`src/rtl/fetch_ctrl_pkg.sv`:
```
// Shared widths, fetch-buffer entry layout and slot-mask helper for the
// instruction fetch sequencer.
package fetch_ctrl_pkg;
  localparam int RV32_ADDR_WIDTH  = 32;
  localparam int IMEM_DATA_WIDTH  = 64;
  localparam int IMEM_ADDR_WIDTH  = 10;
  localparam int FETCH_BYTES_LOG2 = 3;
  localparam int FETCH_WIDTH      = 1 << (FETCH_BYTES_LOG2 - 2);
  localparam int SLOT_W           = FETCH_BYTES_LOG2 - 2;

  typedef logic [RV32_ADDR_WIDTH-1:0] addr_t;
  typedef logic [IMEM_DATA_WIDTH-1:0] blk_t;
  typedef logic [FETCH_WIDTH-1:0]     mask_t;

  typedef struct packed {
    addr_t pc;
    blk_t  data;
    mask_t mask;
  } fetch_entry_t;

  // Slots at or after the entry slot of the block are live.
  function automatic mask_t slot_mask(logic [SLOT_W-1:0] slot);
    mask_t m;
    m = '0;
    for (int i = 0; i < FETCH_WIDTH; i++) m[i] = (i >= int'(slot));
    return m;
  endfunction
endpackage

```
`src/rtl/fetch_ctrl_if.sv`:
```
// imem, redirect and decode-side signals of the fetch sequencer.
interface fetch_ctrl_if;
  import fetch_ctrl_pkg::*;

  addr_t o_imem_addr;
  blk_t  i_imem_rd_data;
  logic  i_redirect_valid;
  addr_t i_redirect_pc;
  logic  o_fetch_valid;
  logic  i_fetch_ready;
  addr_t o_fetch_pc;
  blk_t  o_fetch_data;
  mask_t o_fetch_slot_mask;

  modport master (
    output o_imem_addr,
    input  i_imem_rd_data,
    input  i_redirect_valid,
    input  i_redirect_pc,
    output o_fetch_valid,
    input  i_fetch_ready,
    output o_fetch_pc,
    output o_fetch_data,
    output o_fetch_slot_mask
  );

  modport slave (
    input  o_imem_addr,
    output i_imem_rd_data,
    output i_redirect_valid,
    output i_redirect_pc,
    input  o_fetch_valid,
    output i_fetch_ready,
    input  o_fetch_pc,
    input  o_fetch_data,
    input  o_fetch_slot_mask
  );
endinterface

```
`src/rtl/fetch_buf.sv`:
```
// Two-entry synchronous FIFO with flush; head reads as zero when empty.
module fetch_buf #(
  parameter int W = 8
) (
  input  logic         clk,
  input  logic         reset,
  input  logic         flush,
  input  logic         push,
  input  logic [W-1:0] din,
  input  logic         pop,
  output logic [W-1:0] dout,
  output logic [1:0]   count
);
  logic [1:0][W-1:0] mem_q, mem_d;
  logic              rd_ptr_q, rd_ptr_d;
  logic              wr_ptr_q, wr_ptr_d;
  logic [1:0]        count_q, count_d;
  logic              pop_ok;

  assign pop_ok = pop && (count_q != 2'd0);

  always_comb begin
    mem_d    = mem_q;
    rd_ptr_d = rd_ptr_q;
    wr_ptr_d = wr_ptr_q;
    count_d  = count_q;
    if (flush) begin
      rd_ptr_d = 1'b0;
      wr_ptr_d = 1'b0;
      count_d  = 2'd0;
    end else begin
      if (push) begin
        mem_d[wr_ptr_q] = din;
        wr_ptr_d        = ~wr_ptr_q;
      end
      if (pop_ok) rd_ptr_d = ~rd_ptr_q;
      count_d = count_q + {1'b0, push} - {1'b0, pop_ok};
    end
  end

  always_ff @(posedge clk) begin
    if (reset) begin
      mem_q    <= '0;
      rd_ptr_q <= 1'b0;
      wr_ptr_q <= 1'b0;
      count_q  <= 2'd0;
    end else begin
      mem_q    <= mem_d;
      rd_ptr_q <= rd_ptr_d;
      wr_ptr_q <= wr_ptr_d;
      count_q  <= count_d;
    end
  end

  assign dout  = (count_q != 2'd0) ? mem_q[rd_ptr_q] : '0;
  assign count = count_q;

`ifndef SYNTHESIS
  a_no_overflow: assert property (@(posedge clk) disable iff (reset || flush)
    !(push && !pop_ok && count_q == 2'd2));
`endif
endmodule

```
`src/rtl/fetch_ctrl.sv`:
```
// Fetch sequencer: owns the fetch PC, tracks the one-cycle imem read and
// buffers returned blocks for decode; redirects flush everything in flight.
module fetch_ctrl
  import fetch_ctrl_pkg::*;
#(
  parameter addr_t RESET_PC         = 32'h0000_0000,
  parameter int    FETCH_BYTES_LOG2 = fetch_ctrl_pkg::FETCH_BYTES_LOG2,
  parameter int    FETCH_WIDTH      = 1 << (FETCH_BYTES_LOG2 - 2)
) (
  input  logic         clk,
  input  logic         reset,
  fetch_ctrl_if.master bus
);
  localparam addr_t BLK_BYTES = addr_t'(1) << FETCH_BYTES_LOG2;

  addr_t        pc_q, pc_d;
  addr_t        infl_pc_q, infl_pc_d;
  logic         infl_q, infl_d;
  logic [1:0]   count;
  logic         valid, pop, issue, redirect;
  logic [2:0]   occ;
  logic [FETCH_WIDTH-1:0] push_mask;
  fetch_entry_t push_entry, head;

  assign redirect = bus.i_redirect_valid;
  assign valid    = (count != 2'd0);
  assign pop      = valid && bus.i_fetch_ready;

  // Occupancy after this cycle's pop, counting the block still in flight.
  assign occ   = {1'b0, count} + {2'b0, infl_q} - {2'b0, pop};
  assign issue = !redirect && (occ < 3'd2);

  always_comb begin
    pc_d      = pc_q;
    infl_d    = 1'b0;
    infl_pc_d = infl_pc_q;
    if (redirect) begin
      pc_d = bus.i_redirect_pc;
    end else if (issue) begin
      infl_d    = 1'b1;
      infl_pc_d = pc_q;
      pc_d      = (pc_q & ~(BLK_BYTES - addr_t'(1))) + BLK_BYTES;
    end
  end

  always_ff @(posedge clk) begin
    if (reset) begin
      pc_q      <= RESET_PC;
      infl_q    <= 1'b0;
      infl_pc_q <= '0;
    end else begin
      pc_q      <= pc_d;
      infl_q    <= infl_d;
      infl_pc_q <= infl_pc_d;
    end
  end

  assign push_mask  = slot_mask(infl_pc_q[FETCH_BYTES_LOG2-1:2]);
  assign push_entry = '{pc: infl_pc_q, data: bus.i_imem_rd_data, mask: push_mask};

  fetch_buf #(.W($bits(fetch_entry_t))) u_buf (
    .clk   (clk),
    .reset (reset),
    .flush (redirect),
    .push  (infl_q),
    .din   (push_entry),
    .pop   (pop),
    .dout  (head),
    .count (count)
  );

  assign bus.o_imem_addr       = pc_q >> FETCH_BYTES_LOG2;
  assign bus.o_fetch_valid     = valid;
  assign bus.o_fetch_pc        = head.pc;
  assign bus.o_fetch_data      = head.data;
  assign bus.o_fetch_slot_mask = head.mask;
endmodule

```
`src/flat_wrapper.sv`:
```
// flat-port wrapper written by rule: the top's interface ports become plain ports
module fetch_ctrl_flat import fetch_ctrl_pkg::*;
#(
  parameter addr_t RESET_PC         = 32'h0000_0000,
  parameter int    FETCH_BYTES_LOG2 = fetch_ctrl_pkg::FETCH_BYTES_LOG2,
  parameter int    FETCH_WIDTH      = 1 << (FETCH_BYTES_LOG2 - 2)
)
  (clk, reset, bus_o_imem_addr, bus_i_imem_rd_data, bus_i_redirect_valid, bus_i_redirect_pc, bus_o_fetch_valid, bus_i_fetch_ready, bus_o_fetch_pc, bus_o_fetch_data, bus_o_fetch_slot_mask);
  fetch_ctrl_if bus_i ();
  input  logic clk;
  input  logic reset;
  output wire logic [$bits(bus_i.o_imem_addr)-1:0] bus_o_imem_addr;
  input wire logic [$bits(bus_i.i_imem_rd_data)-1:0] bus_i_imem_rd_data;
  input wire logic [$bits(bus_i.i_redirect_valid)-1:0] bus_i_redirect_valid;
  input wire logic [$bits(bus_i.i_redirect_pc)-1:0] bus_i_redirect_pc;
  output wire logic [$bits(bus_i.o_fetch_valid)-1:0] bus_o_fetch_valid;
  input wire logic [$bits(bus_i.i_fetch_ready)-1:0] bus_i_fetch_ready;
  output wire logic [$bits(bus_i.o_fetch_pc)-1:0] bus_o_fetch_pc;
  output wire logic [$bits(bus_i.o_fetch_data)-1:0] bus_o_fetch_data;
  output wire logic [$bits(bus_i.o_fetch_slot_mask)-1:0] bus_o_fetch_slot_mask;
  assign bus_o_imem_addr = bus_i.o_imem_addr;
  assign bus_i.i_imem_rd_data = bus_i_imem_rd_data;
  assign bus_i.i_redirect_valid = bus_i_redirect_valid;
  assign bus_i.i_redirect_pc = bus_i_redirect_pc;
  assign bus_o_fetch_valid = bus_i.o_fetch_valid;
  assign bus_i.i_fetch_ready = bus_i_fetch_ready;
  assign bus_o_fetch_pc = bus_i.o_fetch_pc;
  assign bus_o_fetch_data = bus_i.o_fetch_data;
  assign bus_o_fetch_slot_mask = bus_i.o_fetch_slot_mask;
  fetch_ctrl #(.RESET_PC(RESET_PC), .FETCH_BYTES_LOG2(FETCH_BYTES_LOG2), .FETCH_WIDTH(FETCH_WIDTH)) u_core (.clk(clk), .reset(reset), .bus(bus_i));
endmodule
```
`config.mk`:
```
export PLATFORM = sky130hd
export DESIGN_NAME = fetch_ctrl_flat
export DESIGN_NICKNAME = d
export VERILOG_FILES = /design/src/rtl/fetch_ctrl_pkg.sv /design/src/rtl/fetch_ctrl_if.sv /design/src/rtl/fetch_buf.sv /design/src/rtl/fetch_ctrl.sv /design/src/flat_wrapper.sv
export SDC_FILE = /design/constraint.sdc
export NUM_CORES = 1
export LEC_CHECK = 0
export BUFFER_PORTS_ARGS = -buffer_cell sky130_fd_sc_hd__buf_2
export CORE_MARGIN = 2
export CORE_UTILIZATION = 30
export CTS_BUF_LIST = sky130_fd_sc_hd__clkbuf_8
export CTS_CLUSTER_SIZE = 28
export DETAILED_ROUTE_END_ITERATION = 16
export SLEW_MARGIN = 10
export SYNTH_ARGS = -nofsm -noshare
export SYNTH_HDL_FRONTEND = slang
export SYNTH_HIERARCHICAL = 1
export SYNTH_SLANG_ARGS = --single-unit
```
`constraint.sdc`:
```
create_clock -name clk -period 4.12 [get_ports clk]
set_clock_uncertainty 0.15 [all_clocks]
set_input_delay 0.412 -clock clk [delete_from_list [all_inputs] [get_ports clk]]
set_output_delay 0.412 -clock clk [all_outputs]
set_load 0.05 [all_outputs]
```
=== After elaboration in Yosys (flattened, before gate mapping) ===
Index checks and enable logic that the tools add are counted.

* Register bits: 265
* Latch bits: 0
* RAM bits: 0
* Bits in read-only memories: 0
* Input port bits: 100
* Word-level logic and storage cells: 40
* Memories kept: 0

* Add/subtract/negate cells: 5
* Multiply operators: 0
* Div/mod/pow operators: 0
* Magnitude comparators: 5
* Eq/ne operators: 0
* Shift-type cells: 0
* Multiplexer cells: 9
* Bitwise operators: 3
* Reductions and logical operators: 10

{| class="wikitable"
|+ Operators with widths
! kind !! count
|-
| 98-bit 2-to-1 mux || 4
|-
| 196-bit bitwise mux || 1
|-
| 98-bit demux with 1-bit select || 1
|-
| 32-bit 2-to-1 mux || 2
|-
| 32-bit by 4-bit adder with 32-bit output, second input constant || 1
|-
| 1-bit logical AND || 4
|-
| 1-bit by 2-bit < comparator with 1-bit output, second input constant || 2
|-
| 2-bit AND reduction || 2
|-
| 2-bit nonzero test || 2
|-
| 2-bit by 1-bit adder with 3-bit output || 1
|-
| 3-bit by 2-bit < comparator with 1-bit output, second input constant || 1
|-
| 1-bit NOT || 3
|-
| 3-bit by 1-bit subtractor with 3-bit output || 1
|-
| 2-bit by 1-bit adder with 2-bit output || 1
|-
| 2-bit OR reduction || 1
|-
| 2-bit by 1-bit subtractor with 2-bit output || 1
|-
| 1-bit greater-or-equal comparator, first input constant || 1
|-
| 1-bit greater-or-equal comparator, second input constant || 1
|-
| 1-bit logical NOT || 1
|-
| 1-bit 2-to-1 mux || 1
|}

=== Depth between registers and ports, before layout ===
Gate-level depths: netlist of run 1.

* Depth after elaboration: 7
* Depth in mapped cells: 11
* Depth with buffers taken out: 10

=== Modules after synthesis ===
Netlist of run 1, hierarchy kept.

{| class="wikitable"
|+ Modules (own cells, without submodules)
! module !! instances !! cells an instance !! area an instance (µm²)
|-
| fetch_buf || 1 || 981 || 9676.8
|-
| fetch_ctrl || 1 || 394 || 3165.5
|}

=== Worst setup path after synthesis of run 1 ===
No wires, ideal clock.

* Path kind: reg2reg
* From: register u_core.u_buf.count_q[1] (netlist: u_core/u_buf/count[1])
* To: register u_core.pc_q[12]
* Setup time: 0.075 ns
* Arrival time: 3.085 ns
* Required time: 3.895 ns
* Slack: 0.810 ns
* Stages on the path, launching flop included: 10
* Path buffers: 0
* Clock period less this slack: 3.310 ns
* Cells stage by stage: dfxtp_1 -> or2_2 -> and2_1 -> ha_1 -> nand2b_1 -> fa_1 -> xor2_1 -> or3_4 -> or4_1 -> a31oi_1

* Cells in the longest elaborated chain, start to end: 6
* Elaborated cells between the ends (all ways): 7

{| class="wikitable"
|+ RTL lines
! what !! line !! text
|-
| from (decl) || fetch_buf.sv:17 || <nowiki>logic [1:0] count_q, count_d;</nowiki>
|-
| from (signal assigned) || fetch_buf.sv:51 || <nowiki>count_q <= count_d;</nowiki>
|-
| 2-bit nonzero test || fetch_ctrl.sv:26 || <nowiki>assign valid = (count != 2'd0);</nowiki>
|-
| via bus_o_fetch_valid || flat_wrapper.sv:16 || <nowiki>output wire logic [$bits(bus_i.o_fetch_valid)-1:0] bus_o_fetch_valid;</nowiki>
|-
| 1-bit logical AND || fetch_ctrl.sv:27 || <nowiki>assign pop = valid && bus.i_fetch_ready;</nowiki>
|-
| via u_core.pop || fetch_ctrl.sv:20 || <nowiki>logic valid, pop, issue, redirect;</nowiki>
|-
| 3-bit by 1-bit subtractor with 3-bit output || fetch_ctrl.sv:30 || <nowiki>assign occ = {1'b0, count} + {2'b0, infl_q} - {2'b0, pop};</nowiki>
|-
| 3-bit by 2-bit < comparator with 1-bit output || fetch_ctrl.sv:31 || <nowiki>assign issue = !redirect && (occ < 3'd2);</nowiki>
|-
| 1-bit logical AND || fetch_ctrl.sv:31 ||
|-
| 2-bit nonzero test (no source line) || n/a ||
|-
| to (signal assigned) || fetch_ctrl.sv:52 || <nowiki>pc_q <= pc_d;</nowiki>
|-
| to (decl) || fetch_ctrl.sv:16 || <nowiki>addr_t pc_q, pc_d;</nowiki>
|}

The timed path passes the listed nets, and every way through them passes these cells.
A chain may end at the register's enable or synchronous reset.

=== Final worst setup path of run 1 ===
* From: register u_core.u_buf.count_q[1] (netlist: u_core/u_buf/count[1])
* To: register u_core.pc_q[24]

* Cells in the longest elaborated chain, start to end: 6
* Elaborated cells between the ends (all ways): 7

{| class="wikitable"
|+ RTL lines
! what !! line
|-
| 2-bit nonzero test || fetch_ctrl.sv:26
|-
| 1-bit logical AND || fetch_ctrl.sv:27
|-
| via u_core.pop || fetch_ctrl.sv:20
|-
| 3-bit by 1-bit subtractor with 3-bit output || fetch_ctrl.sv:30
|-
| 3-bit by 2-bit < comparator with 1-bit output || fetch_ctrl.sv:31
|-
| 1-bit logical AND || fetch_ctrl.sv:31
|-
| 2-bit nonzero test (no source line) || n/a
|}

The timed path passes the listed nets, and every way through them passes these cells.

==> metrics.yaml, run 1 <==
outcome:
  status: "complete, no violations"
setup_path:
  r2r_cells: 10
  rrSetupSlack_ns: 0.70
  r2r_end: "u_core/pc_q[24]$_SDFFE_PP0P_"
  cp.required_ns: 4.48
  critPathLaunchType: "register"
  r2r_start: "u_core/u_buf/count[1]$_SDFF_PP0_"
  cp_max_fo: 7
  crit_arrival_ns: 3.79
  worst-setup-path-type: "reg -> reg"
  cp-end-kind: "register"
global_route:
  grt_max_degree: 130
  grt-ovfl-total: 0
  grt_antenna_before_repair: 0
  grt_pass1_vias: 10300
  grt_pass1_wl_um: 52300
  track_usage_pct: 14.4
pwr:
  p_sw_share_pct: 25.6
  p_leak_nw: 6.56
  power_density_nw_per_um2: 358
  p_clk_share_pct: 43.1
  peakVddDrop_v: 0.000191
  internal_power_w: 0.00429
  switchingPower_w: 0.00148
  p_comb_share_pct: 10.2
  pwr-share-seq_pct: 46.8
detailed_routing:
  routed-wl-met2_um: 14600
  dr.pass1.iters: 5
  vias_per_cell: 4.54
  wl_per_cell_um: 14.6
  drtIter0Drc: 515
  vias: 10000
  postRouteAntennaNets: 0
  highest_layer: "met4"
  wl_met3_um: 1700
  wl_met1_um: 15300
  drc: 0
  wirelength_um: 32200
synth:
  netlist_area_um2: 12800
  ys_types: 53
  synth-edff-count: 0
  ys_warn_count: 6
  avgSynthCellArea_um2: 9.34
  seq_area_frac_synth_pct: 41.3
  async_reset_ff_share_pct: 0
  ys.flop_type: "dfxtp_1"
  synthesis.instances: 1375
  ys_seq_elements: 265
floorplanning:
  die_area_um2: 44500
  rows: 75
  initial_core_util_pct: 30.5
  fp.coreArea_um2: 42100
  io_pins: 231
  die_x_um: 211
  die_h_um: 211
clocking:
  clockBufferDepth: 3
  clock_latency_ns: 0.59
  cts_tree: "done"
  post_cts_resized: 0
  clockRootBuffer: "clkbuf_8"
  path_clk_slew_ns: 0.06
  htree_levels: 2
  cts_buffers: 46
  cts_setup_buffers: 0
  clock-sinks: 265
finish:
  nNetsFinal: 1741
  fill_cells: 4230
  antenna_cells: 0
  final_area_um2: 16100
  layout-drive-gt1-share_pct: 19.7
  fin_util_pct: 38.2
  area_growth_pct: 25.4
timing:
  worstMarginPinSlew_ns: 0.907
  rsz0062_at_grt: "no"
  slew_viol_final: 0
  setup_slack_ns: 0.697
  setup_viol: 0
  fin_crit_sh_pct: 83.1
  clock.fmax_mhz: 292
  whs_ns: 0.142
  period_minus_slack_ns: 3.42
  tns_ns: 0
  hold_violations: 0
  slew_headroom_pct: 39.4
place:
  numPortBuffers: 227
  dpl_cell_area_um2: 14200
  post-place-ws_ns: 0.715
  gp_routability_congestion: 0.757
  dp_hpwl_um: 20300
run:
  cap_violations: 0
min_path:
  worstHoldPathType: "in -> reg"
  min_from: "bus_i_redirect_valid"
  hold_path_end: "u_core/pc_q[11]$_SDFFE_PP0P_"
  min_path_cells: 3
how the worst max path moves through the flow:
stage	start	to	slack, ns
2_1_floorplan	u_core/u_buf/count[1]$_SDFF_PP0_	u_core/pc_q[12]$_SDFFE_PP0P_	0.81
3_3_place_gp	u_core/u_buf/count[1]$_SDFF_PP0_	u_core/pc_q[24]$_SDFFE_PP0P_	0.80
3_5_place_dp	u_core/u_buf/count[1]$_SDFF_PP0_	u_core/pc_q[24]$_SDFFE_PP0P_	0.71
4_1_cts	u_core/u_buf/count[1]$_SDFF_PP0_	u_core/infl_pc_q[3]$_SDFFE_PP0P_	0.71
5_1_grt	u_core/u_buf/count[1]$_SDFF_PP0_	u_core/infl_pc_q[5]$_SDFFE_PP0P_	0.41
6_report	u_core/u_buf/count[1]$_SDFF_PP0_	u_core/pc_q[24]$_SDFFE_PP0P_	0.70
worst max-delay path, cell delays in order (launching register included):
cell	delay, ns
dfxtp_1	0.42
or2_2	0.32
and2_1	0.18
ha_1	0.26
nand2b_1	0.15
fa_1	0.61
nand2_1	0.14
nor3_2	0.31
nand3_1	0.21
or3_1	0.35
a311oi_1	0.24
metal layers:
metal	GRT usage, %	vias to the layer above
met5	0	-
met4	4.61	0
met3	3.36	45
met2	23.6	220
met1	18.6	4675
li1	-	5083
per-stage QoR:
stage,std cells,total power [W]
floorplan,1377,0.00314
global placement,2031,0.00326
detailed placement,2031,0.00327
CTS,2208,0.00588
global route,2208,0.00605
finish,2208,0.00577
cell type report:
cell class	count	area [µm²]	share of cell area, %
clock buffer	62	853	5.30
clock inverter	19	110	0.684
inverter	5	18.8	0.117
multi-input combinational	978	6860	42.6
sequential	265	5310	33.0
tap	539	674	4.19
timing repair buffer	340	2280	14.2
cells in the final DEF, fill, tap and decap left out, types with 6 or more instances in the layout:
cell type | Yosys | final
nand2b_1 | 295 | 295
mux2i_1 | 294 | 294
dfxtp_1 | 265 | 264
buf_2 | 26 | 226
nor2_1 | 125 | 123
dlygate4sd3_1 | 0 | 96
nand2_1 | 92 | 92
clkbuf_8 | 0 | 63
a21oi_1 | 42 | 42
xnor2_1 | 19 | 19
inv_1 | 4 | 18
nand3_1 | 16 | 16
a211oi_1 | 16 | 16
buf_4 | 41 | 13
nor3_1 | 10 | 10
xor2_1 | 7 | 7
nor4_1 | 6 | 6
synthesized netlist by cell type (all sizes together), types with 2 or more instances:
library cell | n | area share (%)
a211oi | 17 | 1.0
a21oi | 42 | 1.6
a311oi | 4 | 0.27
and2 | 2 | 0.097
and3 | 2 | 0.097
and4 | 5 | 0.37
buf | 71 | 3.6
clkbuf | 58 | 1.7
conb | 2 | 0.058
dfxtp | 265 | 41
ha | 4 | 0.39
inv | 5 | 0.15
mux2i | 294 | 23
nand2 | 92 | 2.7
nand2b | 295 | 14
nand3 | 16 | 0.62
nand4 | 7 | 0.56
nor2 | 125 | 3.7
nor3 | 11 | 0.47
nor3b | 3 | 0.21
nor4 | 7 | 0.46
o21ai | 3 | 0.12
or3 | 4 | 0.23
xnor2 | 19 | 1.3
xor2 | 7 | 0.48
flip-flops by register name, indices dropped and copies added, names as in the netlist:
name and count:
u_core/u_buf/mem_q 196, u_core/infl_q 1, u_core/u_buf/wr_ptr_q 1, u_core/pc_q 32, u_core/infl_pc_q 32, u_core/u_buf/rd_ptr_q 1, u_core/u_buf/count 2
logic make-up after synthesis:
kind of cell               count (synthesis)  synth area share [%]
and+or+nand+nor                          576                  24.3
muxes                                    295                  23.0
DFF                                      265                  41.3
buffers and inverters                    134                  5.49
AOI/OAI and AO/OA                         71                  3.35
xor gates and xnor gates                  27                  1.95
adders and majority gates                  5                 0.546
other                                      2                0.0585
timing repair:
item,CTS,global route
hold endpoints to repair,160,0
hold buffers,96,0
setup endpoints to repair,0,0
power groups by stage:
stage / Combinational, W / Clock (W) / Sequential, W
2_1_floorplan: 0.000410 / 0 / 0.00273
5_1_grt: 0.000639 / 0.00270 / 0.00271
4_1_cts: 0.000590 / 0.00259 / 0.00270
3_5_place_dp: 0.000516 / 0 / 0.00275
3_3_place_gp: 0.000508 / 0 / 0.00275
6_report: 0.000586 / 0.00249 / 0.00270
Note: power is estimated with default switching activity, not from simulation.
==> inputs of run 2 (changes only) <==
==> constraint.sdc (replaced) <==
create_clock -name clk -period 2.83 [get_ports clk]
set_clock_uncertainty 0.15 [all_clocks]
set_input_delay 0.283 -clock clk [delete_from_list [all_inputs] [get_ports clk]]
set_output_delay 0.283 -clock clk [all_outputs]
set_load 0.05 [all_outputs]
==> metrics.yaml, run 2 (same netlist as run 1, synthesis figures left out) <==
pwr:
  pwr-share-seq_pct: 44.4
  power_density_nw_per_um2: 524
  p_sw_share_pct: 25.8
  internal_power_w: 0.00656
  p_clk_share_pct: 45.1
  power_w: 0.00884
  switchingPower_w: 0.00228
  p_comb_share_pct: 10.5
  p_leak_nw: 6.94
  peakVddDrop_v: 0.000369
floorplanning:
  rows: 75
  io_pins: 231
  die_x_um: 211
  initial_core_util_pct: 30.5
  die_area_um2: 44500
  fp.coreArea_um2: 42100
  die_h_um: 211
global_route:
  track_usage_pct: 15.0
  grt_max_degree: 122
  grt_pass1_vias: 10600
  grt_pass1_wl_um: 54300
  grt_antenna_before_repair: 0
  grt-ovfl-total: 0
detailed_routing:
  vias: 10300
  drtIter0Drc: 470
  vias_per_cell: 4.59
  drc: 0
  wirelength_um: 33900
  postRouteAntennaNets: 0
  wl_per_cell_um: 15.1
  dr.pass1.iters: 4
timing:
  worstMarginPinSlew_ns: 0.685
  setup_viol: 5
  clock.fmax_mhz: 347
  setup_slack_ns: -0.0514
  period_minus_slack_ns: 2.88
  tns_ns: -0.116
  rsz0062_at_grt: "yes"
  hold_violations: 0
  slew_headroom_pct: 54.4
  fin_crit_sh_pct: 102
  slew_viol_final: 0
clocking:
  path_clk_slew_ns: 0.06
  clockBufferDepth: 3
  cts_buffers: 50
  clock_latency_ns: 0.62
  clock-sinks: 265
  clockRootBuffer: "clkbuf_8"
  cts_tree: "done"
  htree_levels: 2
place:
  post-place-ws_ns: -0.127
  gp_routability_congestion: 0.751
  dp_hpwl_um: 20900
  numPortBuffers: 227
  place_inst: 2047
outcome:
  violations: "setup timing"
  status: "finished with violations"
setup_path:
  crit_arrival_ns: 3.28
  critPathLaunchType: "register"
  cp-end-kind: "register"
  worst-setup-path-type: "reg -> reg"
  cp.required_ns: 3.22
  cp_max_fo: 3
finish:
  largest_reg_flops: 196
  antenna_cells: 0
  area_growth_pct: 31.3
  final_cell_mix: "mux2i_1, nand2b_1, dfxtp_1, buf_2, nor2_1"
  layout-drive-gt1-share_pct: 22.2
  finalNonFillerCells: 2248
  nNetsFinal: 1776
  reg.largest.list: "u_core/u_buf/mem_q x196, u_core/infl_pc_q x32, u_core/pc_q x32"
  top_register: "u_core/u_buf/mem_q"
min_path:
  worstHoldPathType: "in -> reg"
run:
  cap_violations: 0
run 2: layer usage:
metal  part of all wire [%]  wire, µm  track usage [%]  up-vias
met4                    2.3       765             4.83        0
met5                      0         0                0        -
met3                    5.4      1830             3.51       64
li1                       -         -                -     5150
met1                     46     15700             18.9     4865
met2                     46     15600             25.2      234
run 2: cell type report:
class	instances	area [µm²]
fill	4203	25300
multi-input combinational	978	7050
sequential	265	5310
timing repair buffer	371	2720
clock buffer	64	881
tap	539	674
clock inverter	26	201
inverter	5	18.8
run 2: critical path, stage by stage (launching register included):
cell	delay [ns]
dfxtp_4	0.33
or2_4	0.24
and2_4	0.15
ha_4	0.20
nand2b_4	0.13
fa_2	0.56
nand2_2	0.07
buf_6	0.14
nor3_4	0.17
nand3_2	0.11
or3_1	0.34
a311oi_2	0.23
run 2: path summary, 6_finish.rpt:
kind	startpoint	endpoint	slack, ns	depth (start not counted)
setup reg to reg	u_core/u_buf/count[1]$_SDFF_PP0_	u_core/pc_q[28]$_SDFFE_PP0P_	-0.05	11
hold reg to reg	u_core/infl_pc_q[3]$_SDFFE_PP0P_	u_core/infl_pc_q[3]$_SDFFE_PP0P_	0.30	2
hold / removal	reset	u_core/infl_pc_q[11]$_SDFFE_PP0P_	0.14	2
setup / recovery	u_core/u_buf/count[1]$_SDFF_PP0_	u_core/pc_q[28]$_SDFFE_PP0P_	-0.05	11
run 2: metrics by stage:
step	area (µm²)	utilization [%]	hold WS (ns)
after global placement	14500	34.3	0.295
after floorplan	12900	-	0.278
after CTS	16700	39.6	0.0613
final	16900	40.0	0.144
after global routing	16900	40.0	0.168
after detailed placement	14500	34.3	0.298
run 2: what timing repair did:
item / in CTS / in global routing
hold buffers: 106 / 0
setup buffers: 3 / 1
cloned: 0 / 1
pin swaps: 6 / 8
gates resized for setup: 7 / 25
endpoints found under the hold margin: 161 / 0
endpoints found under the setup margin: 10 / 34
run 2: power groups by stage:
| stage | Clock, W | Sequential (W) | Combinational, W |
|---|---|---|---|
| 3_3_place_gp | 0 | 0.00401 | 0.000783 |
| 4_1_cts | 0.00415 | 0.00393 | 0.000914 |
| 5_1_grt | 0.00431 | 0.00394 | 0.00100 |
| 3_5_place_dp | 0 | 0.00401 | 0.000794 |
| 6_report | 0.00399 | 0.00393 | 0.000926 |
| 2_1_floorplan | 0 | 0.00397 | 0.000601 |
